`src/rtl/vga_timing_generator.sv`:
```
// 640x480@60 VGA raster timing: pixel counters plus sync/active/frame decodes.
// Optional define VGA_TIMING_FRAME_COUNTER_EN adds a 16-bit frameCount output.
module vga_timing_generator #(
    parameter int WIDTH   = 640,
    parameter int HEIGHT  = 480,
    parameter int H_FRONT = 16,
    parameter int H_SYNC  = 96,
    parameter int H_BACK  = 48,
    parameter int V_FRONT = 10,
    parameter int V_SYNC  = 2,
    parameter int V_BACK  = 33
) (
    input  logic        clk25,
    input  logic        reset,
    output logic        screenEnd,
    output logic        active,
    output logic        hSync,
    output logic        vSync,
    output logic [9:0]  x,
    output logic [8:0]  y
`ifdef VGA_TIMING_FRAME_COUNTER_EN
    ,
    output logic [15:0] frameCount
`endif
);

    localparam int H_TOTAL = WIDTH + H_FRONT + H_SYNC + H_BACK;
    localparam int V_TOTAL = HEIGHT + V_FRONT + V_SYNC + V_BACK;

    localparam logic [9:0] H_LAST = 10'(H_TOTAL - 1);
    localparam logic [9:0] V_LAST = 10'(V_TOTAL - 1);
    localparam logic [9:0] H_VIS  = 10'(WIDTH);
    localparam logic [9:0] V_VIS  = 10'(HEIGHT);
    localparam logic [9:0] HS_BEG = 10'(WIDTH + H_FRONT);
    localparam logic [9:0] HS_END = 10'(WIDTH + H_FRONT + H_SYNC);
    localparam logic [9:0] VS_BEG = 10'(HEIGHT + V_FRONT);
    localparam logic [9:0] VS_END = 10'(HEIGHT + V_FRONT + V_SYNC);

    logic [9:0] h_count;
    logic [9:0] v_count;
    logic       frame_tick;

    // Raster counters: pixel counter wraps each line, line counter each frame.
    always_ff @(posedge clk25 or posedge reset) begin
        if (reset) begin
            h_count <= '0;
            v_count <= '0;
        end else if (h_count == H_LAST) begin
            h_count <= '0;
            if (v_count == V_LAST) begin
                v_count <= '0;
            end else begin
                v_count <= v_count + 10'd1;
            end
        end else begin
            h_count <= h_count + 10'd1;
        end
    end

    // Output decode; reset gates everything to the idle levels immediately.
    always_comb begin
        screenEnd  = 1'b0;
        active     = 1'b0;
        hSync      = 1'b1;
        vSync      = 1'b1;
        x          = h_count;
        y          = v_count[8:0];
        frame_tick = (h_count == 10'd0) && (v_count == V_VIS);
        if (!reset) begin
            screenEnd = frame_tick;
            active    = (h_count < H_VIS) && (v_count < V_VIS);
            hSync     = !((h_count >= HS_BEG) && (h_count < HS_END));
            vSync     = !((v_count >= VS_BEG) && (v_count < VS_END));
        end
    end

`ifdef VGA_TIMING_FRAME_COUNTER_EN
    // Frame counter bumps on the edge where the end-of-frame strobe is high.
    always_ff @(posedge clk25 or posedge reset) begin
        if (reset) begin
            frameCount <= '0;
        end else if (frame_tick) begin
            frameCount <= frameCount + 16'd1;
        end
    end
`endif

endmodule

```
`config.mk`:
```
export PLATFORM = sky130hd
export DESIGN_NAME = vga_timing_generator
export DESIGN_NICKNAME = d
export VERILOG_FILES = /design/src/rtl/vga_timing_generator.sv
export SDC_FILE = /design/constraint.sdc
export NUM_CORES = 1
export LEC_CHECK = 0
export CORE_MARGIN = 2
export CORE_UTILIZATION = 53
export DETAILED_ROUTE_END_ITERATION = 7
export GPL_TIMING_DRIVEN = 0
export PLACE_DENSITY = 0.9
export SETUP_SLACK_MARGIN = 0.2
export SLEW_MARGIN = 10
export SYNTH_ARGS = -nofsm -noshare
export SYNTH_HDL_FRONTEND = slang
export SYNTH_SLANG_ARGS = --single-unit
```
`constraint.sdc`:
```
create_clock -name clk25 -period 2.7 [get_ports clk25]
set_input_delay 0.54 -clock clk25 [delete_from_list [all_inputs] [get_ports clk25]]
set_output_delay 0.54 -clock clk25 [all_outputs]
set_load 0.005 [all_outputs]
```
==> results of run 1 <==
## flip-flops by register name, indices dropped and copies added, names as in the netlist
register and cells:
x 10, v_count 10
## per-layer routing
layer | global-route usage (%) | share of wire, % | vias to the layer above
met5 | 0 | 0 | -
met1 | 29.1 | 42 | 506
li1 | - | - | 487
met4 | 8.56 | 1.3 | 0
met2 | 39.6 | 52 | 37
met3 | 3.51 | 5.2 | 4
## logic make-up (layout without fill, tap and decap cells)
family          count (synthesis)  count (layout)  share of synthesized area, %
simple gates                   53              53                          27.2
flops                          20              20                          42.6
buf+inv                        19              50                          10.3
compound gates                 14              14                          6.70
xor+xnor                       12              12                          8.94
fa+ha+maj                       4               4                          4.26
## where the power goes
| group | switching [µW] | internal [µW] | total [µW] |
|---|---|---|---|
| Sequential | 0 | 299 | 299 |
| Combinational | 7.66 | 3.58 | 11.2 |
| Clock | 91.7 | 82.3 | 174 |
## what timing repair did
action,CTS,global route
hold buffers,0,0
pin swaps,4,0
cloned,0,0
resized for setup,7,2
setup buffers,3,0
setup endpoints to repair,2,2
## cell type report
type / count / area (µm²) / share of cell area (%)
multi-input cells: 83 / 579 / 37.6
flip-flops and latches: 20 / 504 / 32.7
repair buffers: 27 / 264 / 17.1
plain buffers: 12 / 95.1 / 6.17
clock buffers: 4 / 36.3 / 2.36
well taps: 28 / 35.0 / 2.27
inverters: 7 / 26.3 / 1.71
## how the worst max path moves through the flow
stage	from	endpoint	slack, ns
finish	reset	vSync	0.27
global placement	reset	screenEnd	0.17
detailed placement	reset	screenEnd	0.03
floorplan	x[6]	screenEnd	1.01
global route	reset	vSync	0.20
CTS	x[7]	active	0.20
## placed cells by master, fill, tap and decap left out, drive strengths merged, types with 2 or more instances in the layout
cell type and instances:
xor2 6, clkbuf 5, nor2 11, nor4b 3, or3 2, nor4 3
nand4 10, o21ai 6, ha 4, and3 6, clkdlybuf4s50 22, inv 7
a21oi 5, nand2 4, xnor2 6, buf 14, dfrtp 20, and2 2
nand3 9
## stage by stage
| step | instances | total power (µW) | area [µm²] | setup slack [ns] | hold WS [ns] |
|---|---|---|---|---|---|
| after floorplan | 122 | 311 | 1180 | 1.01 | 0.478 |
| after global placement | 174 | 316 | 1450 | 0.166 | 0.507 |
| after detailed placement | 174 | 316 | 1450 | 0.0295 | 0.519 |
| after CTS | 181 | 486 | 1530 | 0.200 | 0.536 |
| after global routing | 181 | 505 | 1540 | 0.204 | 0.550 |
| final | 181 | 485 | 1540 | 0.271 | 0.530 |
## worst max-delay path, stage by stage
cell	delay, ns
clkdlybuf4s50_1	0.49
nor4_2	0.26
nand3_1	0.14
clkdlybuf4s50_1	0.46
==> results.toml, run 1 <==
[finish]
nNetsFinal = 160
antennaDiodeCount = 0
drive_gt1_share_pct = 20.3
area_growth_pct = 31.0
fin_util_pct = 71.7
fill_cells = 153

[critical_path]
reg2reg_from = "x[0]"
crit_fanout = 4
required_ns = 2.16
reg2reg_slack_ns = 0.95
crit_path_start_kind = "input pin"
cp.arrival_ns = 1.89
critPathKind = "in -> out"
r2r_cells = 7
end_kind = "primary output"
r2r-end = "v_count[6]"

[yosys]
synth_area_leader_cell = "dfrtp_1"
yosysUniqueCellTypes = 30
yosysMostFrequentCell = "dfrtp_1"
synth_seq_cells = 20
yosysWarnings = 0
seq_area_frac_synth_pct = 42.6
syn_area_per_cell_um2 = 9.64
synthArstFlopShare_pct = 100
synthTopCellsByArea = "dfrtp_1 (43%), buf_4 (5.7%), nand4_1 (4.8%)"
synth_edf_count = 0
syn-instance-count = 122
syn_area_um2 = 1180
ys.flop_type = "dfrtp_1"
synth_fp_nets = 128
synth_common_cells = "dfrtp_1 (20), nor2_1 (11), buf_4 (9), nand3_1 (9), nand4_1 (9)"
yosysTopAreaCellShare_pct = 42.6

[global_route]
grt_max_degree = 21
grt-ovfl-total = 0
grt_pass1_vias = 972
antenna_found_initial = 0
grt_usage_pct = 23.0
grt_pass1_wl_mm = 4.42

[job]
maxCapViolCount = 0

[pwr]
ir_drop_mv = 0.209
p_leak_uw = 0.000695
powerDensity_nw_per_um2 = 315

[cts]
numCtsBuffers = 3
htreeDepth = 1
cts_sinks = 20
cts_buffer_depth = 2
cts.root.buffer_cell = "clkbuf_4"
insertion_delay_ns = 0.30
cts_tree = "done"
clkTransAtPathRegs_ns = 0.11

[timing]
drv_slew = 0
max_freq_ghz = 0.412
period_minus_slack_ns = 2.43
setup_violations = 0
grt_setup_unrepaired = "false"
hold_viol = 0
skew_ns = 0.000733
tightest_slew_ns = 0.726
finalCritPeriodShare_pct = 90.0
tns_ns = 0
slew_headroom_pct = 51.5

[floorplan]
std_cell_rows = 17
core_area_um2 = 2150
die_area_um2 = 2610
die_height_um = 51.1
dieWidth_um = 51.1
start_util_pct = 54.7
top_level_ports = 25

[detailed_routing]
first_pass_iters = 4
antenna_left = 0
wl_per_cell_um = 14.6
drc = 0
via_per_inst = 5.71
wl_mm = 2.64
vias = 1034
first_iter_violations = 41

[min_path]
hold_depth = 1
hold_start = "v_count[8]"
hold_path.class = "reg -> reg"
holdPathEnd = "v_count[8]"

[run_status]
status = "finished, final reports clean"

[placed_design]
portBuffers = 24
dp_hpwl_mm = 1.92
gp_congestion = 0.854
No activity file was read; power rests on OpenSTA's default activity.
==> run 2, diff against run 1 <==
--- a/config.mk
+++ b/config.mk
@@ -5,10 +5,10 @@
 export SDC_FILE = /design/constraint.sdc
 export NUM_CORES = 1
 export LEC_CHECK = 0
-export CORE_MARGIN = 2
 export CORE_UTILIZATION = 53
 export DETAILED_ROUTE_END_ITERATION = 7
 export GPL_TIMING_DRIVEN = 0
+export MAX_ROUTING_LAYER = met4
 export PLACE_DENSITY = 0.9
 export SETUP_SLACK_MARGIN = 0.2
 export SLEW_MARGIN = 10
==> run 2 against run 1 <==
Count of clock-buffer cells in the layout stayed put. Sequential share of layout area is 0.081 points higher. Combinational power hardly changed. Via count is 4.3% higher. First-iteration DRC count is 17% higher. Final cell count is 0.55% lower. Critical path type is now reg -> out. Highest routed layer unchanged. Setup slack worse by 0.026 ns. Flip-flop and latch count stayed put. Final area stayed put. Critical path depth stayed put. Maximum frequency is 1.0% lower.
==> results.toml, run 2 (same netlist as run 1, synthesis figures left out) <==
[detailed_routing]
vias = 1078
first_pass_iters = 4
wl_per_cell_um = 15.1
drc = 0
via_per_inst = 5.99
first_iter_violations = 48
wl_mm = 2.72
antenna_left = 0

[pwr]
seq_power_share_pct = 61.4
p_leak_uw = 0.000693
powerDensity_nw_per_um2 = 317
swShare_pct = 21.0
p_comb_share_pct = 2.4
ir_drop_mv = 0.276
p_int_uw = 385
pwr-share-clk_pct = 36.3
power.net_switching_uw = 103

[timing]
period_minus_slack_ns = 2.45
finalCritPeriodShare_pct = 90.9
tightest_slew_ns = 0.766
hold-worst-slack_ns = 0.545
hold_viol = 0
max_freq_ghz = 0.407
grt_setup_unrepaired = "true"
setup_violations = 0
slew_headroom_pct = 48.9
tns_ns = 0
drv_slew = 0
skew_ns = 0.00586

[critical_path]
r2r-end = "v_count[6]"
path_depth = 4
cp_slowest_cell = "clkdlybuf4s50_1"
critical_path.startpoint = "x[7]"
critPathKind = "reg -> out"
cp.arrival_ns = 1.91
path_delay_family = "buffers and inverters"
crit_path_start_kind = "flip-flop"
reg2reg_slack_ns = 0.86
max_stage_delay_ns = 0.54
cp.buffers_inverters = 2
worstPathCellList = "buf_4, o21ai_0, nor4b_2, clkdlybuf4s50_1"
r2r_cells = 7
crit_end = "active"
crit_fanout = 6
required_ns = 2.16
end_kind = "primary output"
reg2reg_from = "x[0]"

[floorplan]
die_height_um = 49.1
std_cell_rows = 16
start_util_pct = 58.2
core_area_um2 = 2020
die_area_um2 = 2410
dieWidth_um = 49.1
top_level_ports = 25

[placed_design]
portBuffers = 24
gp_congestion = 0.861
dp_hpwl_mm = 1.79

[global_route]
grt-ovfl-total = 0
grt_pass1_wl_mm = 4.68
antenna_found_initial = 0
grt_pass1_vias = 1005
grt_usage_pct = 25.8
grt_max_degree = 21

[min_path]
hold_path.class = "reg -> reg"

[cts]
cts_tree = "done"
cts_buffer_depth = 2
htreeDepth = 1
insertion_delay_ns = 0.30
numCtsBuffers = 3
cts.root.buffer_cell = "clkbuf_4"
ctsHoldBuffers = 0
clkTransAtPathRegs_ns = 0.12
cts_sinks = 20

[finish]
multi_input_area_um2 = 579
area_growth_pct = 31.0
drive_gt1_share_pct = 20.9
seq_area_um2 = 505
fill_cells = 134
most-common-layout-cells = "clkdlybuf4s50_1 (22), dfrtp_1 (16), buf_4 (12), nor2_1 (11)"
mostFrequentLayoutCell = "clkdlybuf4s50_1"
nNetsFinal = 160
antennaDiodeCount = 0

[run_status]
status = "finished, final reports clean"

[job]
maxCapViolCount = 0
==> run 2: cell counts in the layout (fill, tap and decap cells not counted) <==
Identical to the previous run, type by type.
==> run 2: worst min-delay path by stage <==
stage / from / end / cells after the start
2_1_floorplan: v_count[8] / v_count[8] / 1
3_3_place_gp: v_count[8] / v_count[8] / 1
3_5_place_dp: v_count[8] / v_count[8] / 1
4_1_cts: v_count[8] / v_count[8] / 1
5_1_grt: v_count[8] / v_count[8] / 1
6_report: v_count[8] / v_count[8] / 1
==> run 2: metrics by stage <==
step	util [%]	std cells	power (µW)	worst slack (ns)	cell area (µm²)
6_report	76.2	180	488	0.245	1540
5_1_grt	76.2	180	506	0.173	1540
4_1_cts	75.4	180	488	0.219	1530
3_5_place_dp	71.7	173	316	0.151	1450
3_3_place_gp	71.7	173	316	0.167	1450
2_1_floorplan	-	122	311	1.01	1180
==> run 2: area by class of cell <==
cell class | instances | share of cell area, %
timing repair buffer | 27 | 17.1
sequential | 20 | 32.8
inverter | 7 | 1.71
multi-input combinational | 83 | 37.6
tap | 27 | 2.19
buffer | 12 | 6.17
clock buffer | 4 | 2.36
==> run 2: per-layer routing <==
layer,up-vias,wire (µm),GRT usage (%),share of wire [%]
met2,61,1370,40.0,50
met5,-,0,-,0
met3,9,191,3.74,7.0
li1,487,-,-,-
met1,521,1130,35.6,41
met4,0,26,6.37,0.96
==> run 2: repair_timing <==
item / 4_1_cts / 5_1_grt
pin swaps: 4 / 1
endpoints found under the setup margin: 1 / 4
setup buffers: 3 / 0
resized for setup: 7 / 3
endpoints found under the hold margin: 0 / 0
==> run 2: power by group through the flow <==
stage          Sequential, µW  Clock, µW  Combinational, µW
2_1_floorplan             305          0               5.60
3_3_place_gp              305          0               10.8
3_5_place_dp              305          0               11.1
4_1_cts                   299        177               11.2
5_1_grt                   300        193               13.1
6_report                  299        177               11.5
==> run 3, diff against run 2 <==
--- a/config.mk
+++ b/config.mk
@@ -10,6 +10,7 @@
 export GPL_TIMING_DRIVEN = 0
 export MAX_ROUTING_LAYER = met4
 export PLACE_DENSITY = 0.9
+export RECOVER_POWER = 100
 export SETUP_SLACK_MARGIN = 0.2
 export SLEW_MARGIN = 10
 export SYNTH_ARGS = -nofsm -noshare
==> run 3 against run 2 <==
Flip-flop and latch count is the same. Total power grew 0.20%. Worst hold slack gained 0.0026 ns. Sequential share of layout area grew 0.71 points. Count of clock-buffer cells in the layout is the same. Via count shrank 1.5%. Global-route usage is the same. Register-to-register slack lost 0.49 ns. Routed wire length grew 1.1%. First-iteration DRC count shrank 40%. Critical path type is now in -> out. Critical endpoint is now vSync. Highest routed layer unchanged.
==> results.toml, run 3 (same netlist as run 1, synthesis figures left out) <==
[run_status]
status = "finished, final reports clean"

[global_route]
grt_pass1_vias = 1005
grt_max_degree = 21
grt_pass1_wl_mm = 4.68
grt-ovfl-total = 0
antenna_found_initial = 0
grt_usage_pct = 25.8

[detailed_routing]
antenna_left = 0
wl_per_cell_um = 15.3
first_pass_iters = 4
vias = 1062
first_iter_violations = 29
wl_mm = 2.75
drc = 0
via_per_inst = 5.90

[job]
maxCapViolCount = 0

[cts]
numCtsBuffers = 3
cts_buffer_depth = 2
htreeDepth = 1
cts_sinks = 20
cts_tree = "done"
insertion_delay_ns = 0.31
ctsHoldBuffers = 0
cts.root.buffer_cell = "clkbuf_4"
clkTransAtPathRegs_ns = 0.12

[floorplan]
start_util_pct = 58.2
die_height_um = 49.1
top_level_ports = 25
dieWidth_um = 49.1
die_area_um2 = 2410
core_area_um2 = 2020
std_cell_rows = 16

[pwr]
power.net_switching_uw = 104
p_int_uw = 385
ir_drop_mv = 0.276
pwr-share-clk_pct = 36.4
seq_power_share_pct = 61.2
swShare_pct = 21.2
p_leak_uw = 0.000692
p_comb_share_pct = 2.3
powerDensity_nw_per_um2 = 325

[finish]
area_growth_pct = 27.9
nNetsFinal = 160
drive_gt1_share_pct = 17.0
antennaDiodeCount = 0
mostFrequentLayoutCell = "dfrtp_1"
most-common-layout-cells = "dfrtp_1 (17), nor2_1 (11), clkdlybuf4s50_1 (11), dlygate4sd3_1 (11), clkbuf_4 (10)"
finalNonFillerCells = 180
fin_util_pct = 74.4
final_area_um2 = 1500

[critical_path]
crit_path_start_kind = "input pin"
end_kind = "primary output"
required_ns = 2.16
reg2reg_from = "x[6]"
critPathKind = "in -> out"
cp.arrival_ns = 1.94
crit_fanout = 4
critical_path.startpoint = "reset"

[timing]
tns_ns = 0
tightest_slew_ns = 0.872
drv_slew = 0
finalCritPeriodShare_pct = 91.9
hold_viol = 0
setup_violations = 0
setup_ws_ns = 0.218
max_freq_ghz = 0.403
slew_headroom_pct = 41.0
skew_ns = 0.00682
period_minus_slack_ns = 2.48
grt_setup_unrepaired = "true"

[placed_design]
portBuffers = 24
dp_hpwl_mm = 1.79
placed_cells = 173
post-place-ws_ns = 0.151
gp_congestion = 0.861
postPlaceCellArea_um2 = 1450

[min_path]
hold_path.class = "reg -> reg"
hold_start = "x[0]"
==> run 3: changes by cell type in the layout (fill, tap and decap cells not counted), sizes merged <==
cell / before / now
clkdlybuf4s50: 22 / 11
dlygate4sd3: 0 / 11
buf: 14 / 6
clkbuf: 5 / 13
clkdlybuf4s25: 0 / 1
dlymetal6s2s: 1 / 0
==> run 3: layout make-up <==
type | count | area [µm²]
inverter | 7 | 26.3
buffer | 12 | 93.8
sequential | 20 | 504
fill | 144 | 518
timing repair buffer | 27 | 258
tap | 27 | 33.8
clock buffer | 4 | 36.3
multi-input combinational | 83 | 552
==> run 3: routing by layer <==
metal  vias up  track usage, %  share of wire (%)
met1       517            35.6                 43
met2        52            40.0                 50
met5         -               -                  0
met4         0            6.37                1.1
li1        487               -                  -
met3         6            3.74                5.7
==> run 3: worst paths after layout <==
path,to,slack (ns),depth (start not counted)
setup / recovery,vSync,0.22,4
hold / removal,x[0],0.55,1
setup reg to reg,v_count[6],0.37,6
hold reg to reg,x[0],0.55,1
max in group asynchronous,x[6],1.36,2
min in group asynchronous,v_count[9],0.82,2
==> run 3: per-stage QoR <==
stage / power, µW / hold WS [ns]
floorplan: 311 / 0.478
global placement: 316 / 0.512
detailed placement: 316 / 0.527
CTS: 488 / 0.543
global route: 505 / 0.559
finish: 489 / 0.548
==> run 3: timing repair <==
item,4_1_cts,5_1_grt
pin swaps,4,1
gates cloned,0,0
gates resized for setup,7,3
buffers inserted,3,0
endpoints found under the setup margin,1,4
==> run 3: critical path, stage by stage <==
cell and delay (ns):
clkdlybuf4s50_1 0.51, nor4_1 0.29, nand3_1 0.14, clkdlybuf4s50_1 0.46
==> run 3: power by group through the flow <==
stage	sequential (µW)	clock (µW)	combinational [µW]
after floorplan	305	0	5.60
after global placement	305	0	10.8
final	299	178	11.3
after CTS	299	177	11.2
after global routing	300	193	12.8
after detailed placement	305	0	11.1
